===== src/rtl/reg_file_pkg.sv =====
// Shared sizing for the renamed architectural register file.
// The ROB id width and register count must match the reorder buffer's.
package reg_file_pkg;
  localparam int ROB_WIDTH = 4;
  localparam int REG_NUM   = 32;
  localparam int XLEN      = 32;
  localparam logic [4:0] X0_IDX = 5'd0;
endpackage


===== src/rtl/reg_file_read_port.sv =====
// One source-operand lookup: x0 / not-busy / commit-forward / dependency select.
// Purely combinational; the top registers the result.
module reg_file_read_port
  import reg_file_pkg::*;
#(
  parameter int ROB_W = ROB_WIDTH
) (
  input  logic [4:0]       rs,
  input  logic             busy,
  input  logic [ROB_W-1:0] tag,
  input  logic [XLEN-1:0]  val,
  input  logic             commit_ready,
  input  logic [ROB_W-1:0] commit_rob_id,
  input  logic [4:0]       commit_reg_id,
  input  logic [XLEN-1:0]  commit_val,
  output logic             has_dep,
  output logic [ROB_W-1:0] rob_id,
  output logic [XLEN-1:0]  data
);

  logic forward;

  // The retiring producer is exactly the one this register waits on.
  assign forward = commit_ready && (commit_reg_id == rs) && (commit_rob_id == tag);

  always_comb begin
    has_dep = 1'b0;
    rob_id  = '0;
    data    = '0;
    if (rs != X0_IDX) begin
      if (!busy) begin
        data = val;
      end else if (forward) begin
        data = commit_val;
      end else begin
        has_dep = 1'b1;
        rob_id  = tag;
      end
    end
  end

endmodule


===== src/rtl/reg_file.sv =====
// Architectural register file with busy flags and ROB rename tags.
// Two registered source lookups feed the ROB's search inputs one cycle later.
module reg_file
  import reg_file_pkg::*;
#(
  parameter int ROB_W = ROB_WIDTH
) (
  input  logic             clk_in,
  input  logic             rst_in,
  input  logic             rdy_in,
  input  logic             clear,
  input  logic             dec_ready,
  input  logic [4:0]       dec_rd,
  input  logic [ROB_W-1:0] dec_rob_id,
  input  logic [4:0]       dec_rs1,
  input  logic [4:0]       dec_rs2,
  input  logic             commit_ready,
  input  logic [ROB_W-1:0] commit_rob_id,
  input  logic [4:0]       commit_reg_id,
  input  logic [XLEN-1:0]  commit_val,
  output logic             search_in_has_dep_1,
  output logic [ROB_W-1:0] search_rob_id_1,
  output logic [XLEN-1:0]  search_in_val_1,
  output logic             search_in_has_dep_2,
  output logic [ROB_W-1:0] search_rob_id_2,
  output logic [XLEN-1:0]  search_in_val_2
);

  logic [XLEN-1:0]  rf_val  [REG_NUM];
  logic             rf_busy [REG_NUM];
  logic [ROB_W-1:0] rf_tag  [REG_NUM];

  for (genvar gi = 0; gi < REG_NUM; gi++) begin : g_reg
    if (gi == 0) begin : g_x0
      assign rf_val[gi]  = '0;
      assign rf_busy[gi] = 1'b0;
      assign rf_tag[gi]  = '0;
    end else begin : g_rn
      localparam logic [4:0] IDX = 5'(gi);
      logic [XLEN-1:0]  val_reg;
      logic             busy_reg;
      logic [ROB_W-1:0] tag_reg;
      logic             issue_hit;
      logic             commit_hit;

      assign issue_hit  = dec_ready && (dec_rd == IDX);
      assign commit_hit = commit_ready && (commit_reg_id == IDX);

      // Clear beats issue, issue beats a same-cycle commit; values survive clear.
      always_ff @(posedge clk_in or negedge rst_in) begin
        if (!rst_in) begin
          val_reg  <= '0;
          busy_reg <= 1'b0;
          tag_reg  <= '0;
        end else if (rdy_in) begin
          if (commit_hit) begin
            val_reg <= commit_val;
          end
          if (clear) begin
            busy_reg <= 1'b0;
            tag_reg  <= '0;
          end else if (issue_hit) begin
            busy_reg <= 1'b1;
            tag_reg  <= dec_rob_id;
          end else if (commit_hit && (tag_reg == commit_rob_id)) begin
            busy_reg <= 1'b0;
          end
        end
      end

      assign rf_val[gi]  = val_reg;
      assign rf_busy[gi] = busy_reg;
      assign rf_tag[gi]  = tag_reg;
    end
  end

  logic             dep_1, dep_2;
  logic [ROB_W-1:0] tag_1, tag_2;
  logic [XLEN-1:0]  data_1, data_2;

  reg_file_read_port #(.ROB_W(ROB_W)) u_port_1 (
    .rs            (dec_rs1),
    .busy          (rf_busy[dec_rs1]),
    .tag           (rf_tag[dec_rs1]),
    .val           (rf_val[dec_rs1]),
    .commit_ready  (commit_ready),
    .commit_rob_id (commit_rob_id),
    .commit_reg_id (commit_reg_id),
    .commit_val    (commit_val),
    .has_dep       (dep_1),
    .rob_id        (tag_1),
    .data          (data_1)
  );

  reg_file_read_port #(.ROB_W(ROB_W)) u_port_2 (
    .rs            (dec_rs2),
    .busy          (rf_busy[dec_rs2]),
    .tag           (rf_tag[dec_rs2]),
    .val           (rf_val[dec_rs2]),
    .commit_ready  (commit_ready),
    .commit_rob_id (commit_rob_id),
    .commit_reg_id (commit_reg_id),
    .commit_val    (commit_val),
    .has_dep       (dep_2),
    .rob_id        (tag_2),
    .data          (data_2)
  );

  always_ff @(posedge clk_in or negedge rst_in) begin
    if (!rst_in) begin
      search_in_has_dep_1 <= 1'b0;
      search_rob_id_1     <= '0;
      search_in_val_1     <= '0;
      search_in_has_dep_2 <= 1'b0;
      search_rob_id_2     <= '0;
      search_in_val_2     <= '0;
    end else if (rdy_in) begin
      search_in_has_dep_1 <= dep_1;
      search_rob_id_1     <= tag_1;
      search_in_val_1     <= data_1;
      search_in_has_dep_2 <= dep_2;
      search_rob_id_2     <= tag_2;
      search_in_val_2     <= data_2;
    end
  end

endmodule


===== config.mk =====
export PLATFORM = sky130hd
export DESIGN_NAME = reg_file
export DESIGN_NICKNAME = d
export VERILOG_FILES = /design/src/rtl/reg_file_pkg.sv /design/src/rtl/reg_file_read_port.sv /design/src/rtl/reg_file.sv
export SDC_FILE = /design/constraint.sdc
export NUM_CORES = 2
export LEC_CHECK = 0
export BUFFER_PORTS_ARGS = -buffer_cell sky130_fd_sc_hd__buf_2
export CAP_MARGIN = 30
export CORE_ASPECT_RATIO = 1.4
export CORE_MARGIN = 3
export CORE_UTILIZATION = 30
export CTS_BUF_LIST = sky130_fd_sc_hd__clkbuf_8
export DETAILED_ROUTE_END_ITERATION = 10
export SLEW_MARGIN = 20
export SYNTH_ARGS = -nofsm -noshare
export SYNTH_HDL_FRONTEND = slang
export SYNTH_HIERARCHICAL = 1
export SYNTH_SLANG_ARGS = --single-unit

===== constraint.sdc =====
create_clock -name clk_in -period 3.9 [get_ports clk_in]
set_clock_uncertainty 0.2 [all_clocks]
set_input_delay 0.975 -clock clk_in [delete_from_list [all_inputs] [get_ports clk_in]]
set_output_delay 0.975 -clock clk_in [all_outputs]
set_load 0.05 [all_outputs]

==> summary.txt <==
Cells and area
  • Fraction of layout cells with a size suffix above 1: 47.8%
  • Post-route insts no fill: 8117
  • Max reg flops: 992
  • Nets: 5021
  • Final core occ: 34.6%
  • Non-Filler Cell Area, Final: 77300 sq um
  • Area Growth Syn to Fin: 14.2%

Detailed routing
  • WL final: 243000 microns
  • DR iter-0 viols: 4204
  • Routed vias/inst: 5.77
  • TritonRoute pass-1 iters: 5
  • DRC viols: 0
  • Post-DRT Antenna Nets: 0
  • Avg WL per Cell: 30.0 microns
  • Vias: 46800

Power
  • Peak VDD IR: 289 uV
  • Leakage power: 34.4 nW
  • Power per standard cell area: 439 nW/um^2

STA
  • # setup viols final: 0
  • Rel. slew slack: 33.3%
  • Setup ws final: 0.123 ns
  • Final min period: 3.78 ns
  • RSZ-0062 raised after global routing: no
  • Max Clk Rate: 0.265 GHz
  • Final hold vios: 0
  • TNS Setup: 0 ns
  • Period utilization: 96.9%
  • Least-Margin Pin Slew: 0.995 ns
  • Slew Viols, Final: 0

Placed design
  • I/O Buffers: 139
  • Inst Count DP: 7753
  • Setup WS pre-CTS: -0.544 ns
  • Placer Congestion: 0.912
  • Area after DPL: 73200 sq um
  • Hpwl dp: 154000 microns

Setup path
  • Slowest stage delay, CP: 0.53 ns
  • Crit path cell chain: buf_8 > buf_4 > mux4_2 > a22o_1 > o21ai_1 > o31ai_1 > xor2_1 > nor4_1 > a31oi_1 > and2_1 > mux2_2
  • Worst R2R Start: g_reg[27].g_rn.tag_reg[1]
  • Startpoint Class: input port
  • Buf/Inv on CP: 2
  • Data required, critical path: 4.48 ns
  • Crit Path Class: in -> reg
  • Slowest-stage cell, CP: nor4_1
  • CP top delay family: compound AO/OA/AOI/OAI gates
  • Crit-path max FO: 28
  • CP endpoint kind: flip-flop
  • Critical path data arrival time: 4.36 ns
  • CP startpoint: dec_rs2[0]

Worst hold path
  • Hold crit path type: reg -> reg
  • HP Start: g_reg[15].g_rn.val_reg[17]

CTS
  • Clk_lat worst skew: 0.95 ns
  • CTS sink count: 1221
  • Post-CTS Setup Inserts: 0
  • Worst-path clk slew: 0.06 ns
  • Clock buffer depth: 4
  • CTS tree: built
  • Post-cts sizing count: 0
  • Clk root buf: clkbuf_8
  • CTS buffer count: 199
  • H-tree lvl count: 4

Yosys
  • Top cells by count, synth: dfrtp_1, mux2_2, mux4_2
  • Mean Syn Cell Area: 14.1 sq um
  • Mapped Nets: 4875
  • Post-synth top flop: dfrtp_1
  • Register area share after synthesis: 45.2%
  • Post-synth top area share: 45.2%
  • Synthesized flop and latch total: 1221
  • Synth warn: 6
  • Ranking of synthesized cells by area: dfrtp_1, mux2_2, mux4_2
  • Async SR Flop Fraction: 100%
  • Post-synth EDFFs: 0
  • Netlist cell types: 61
  • Cell taking the most area after synthesis: dfrtp_1
  • Area of the mapped netlist: 67600 sq um
  • Cells after synthesis: 4809
  • Count leader, synth: dfrtp_1

Global routing
  • Antenna violations before repair: 38
  • Total grt overflow: 0
  • Vias in the first global route: 49400
  • First-pass GRT wire length: 355000 microns
  • GRT Overall Usage: 20.6%
  • Largest net degree at the start of global routing: 131

Job
  • Max-cap violations: 0

Floorplanning
  • Chip width: 407 microns
  • Chip height: 568 microns
  • Number of core rows: 205
  • Io pins: 140
  • Initial Util: 30.3%
  • Core Box Area: 223000 sq um
  • Die area: 231000 sq um

Status
  • Status: finished, final reports clean
kinds of logic after synthesis:
kind of cell              Yosys count  synth area share, %
muxes                            1917                 38.9
DFF                              1221                 45.2
AOI/OAI and AO/OA                 660                 7.41
buffers and inverters             510                 3.64
and+or+nand+nor                   359                 3.00
xor gates and xnor gates          142                 1.84
report_power, final:
| part | switching, mW | internal [mW] |
|---|---|---|
| Combinational | 3.28 | 3.51 |
| Sequential | 1.44 | 14.3 |
| Clock | 5.42 | 5.96 |
| Total | 10.1 | 23.8 |
timing repair:
| action | CTS | global route |
|---|---|---|
| hold buffers | 1 | 0 |
| endpoints found under the hold margin | 36 | 0 |
| setup endpoints to repair | 0 | 0 |
placed cells by master (no fill, tap or decap), types with 5 or more instances in the layout:
cell and count:
a22oi_1 15, clkbuf_8 251, nand2_1 104, nor2_1 43, mux4_2 444, inv_1 62, o21bai_1 11, a22o_1 281
o31ai_1 74, and3_1 39, o21ai_0 6, nand4_1 16, o21ai_1 74, a211oi_1 74, buf_4 246, diode_2 19
nor4_1 22, nor3_4 18, buf_2 127, o2bb2ai_1 8, o22ai_1 81, mux2_2 1189, and2_1 49, dfrtp_1 1221
buf_12 70, a31oi_1 5, nand2b_1 6, clkinv_2 20, mux2i_1 192, a21oi_1 12, nor2b_1 8, xnor2_1 54
nor2b_4 9, mux2_1 92, nand3_4 6, xor2_1 88
worst reg2reg max path: stages (launching register included):
cell and delay, ns:
dfrtp_1 0.46, mux4_2 0.50, a22o_1 0.24, o21ai_1 0.23, o31ai_1 0.17, xor2_1 0.17
nor4_1 0.57, a31oi_1 0.48, and2_1 0.33, mux2_2 0.26
layout make-up:
| cell class | instances | area [sq um] |
|---|---|---|
| clock buffers | 251 | 3450 |
| diodes | 19 | 47.5 |
| fillers | 21600 | 146000 |
| inverters | 3 | 13.8 |
| flip-flops and latches | 1221 | 30600 |
| repair buffers | 452 | 4030 |
| well taps | 3001 | 3750 |
| clock inverters | 92 | 484 |
| multi-input cells | 3078 | 34900 |
stage by stage:
stage	power, mW	hold slack, ns
2_1_floorplan	20.2	0.269
3_3_place_gp	22.5	0.280
3_5_place_dp	22.7	0.293
4_1_cts	34.2	0.306
5_1_grt	35.4	0.320
6_report	33.9	0.305
per-layer routing:
metal,track usage [%],wire length [microns],vias up
li1,-,-,18800
met1,25.4,94700,25000
met2,33.8,116000,2186
met3,4.28,17600,781
met4,11.5,15200,14
met5,0,95,-
final timing paths:
kind | end | slack, ns | cells past startpoint
setup / recovery | search_rob_id_2[0] | 0.12 | 11
hold / removal | g_reg[15].g_rn.val_reg[17] | 0.30 | 1
setup reg to reg | search_rob_id_2[0] | 0.19 | 9
hold reg to reg | g_reg[15].g_rn.val_reg[17] | 0.30 | 1
max in group asynchronous | g_reg[11].g_rn.val_reg[7] | 1.91 | 3
min in group asynchronous | g_reg[19].g_rn.val_reg[2] | 0.40 | 2
No activity file was read; power rests on OpenSTA's default activity.
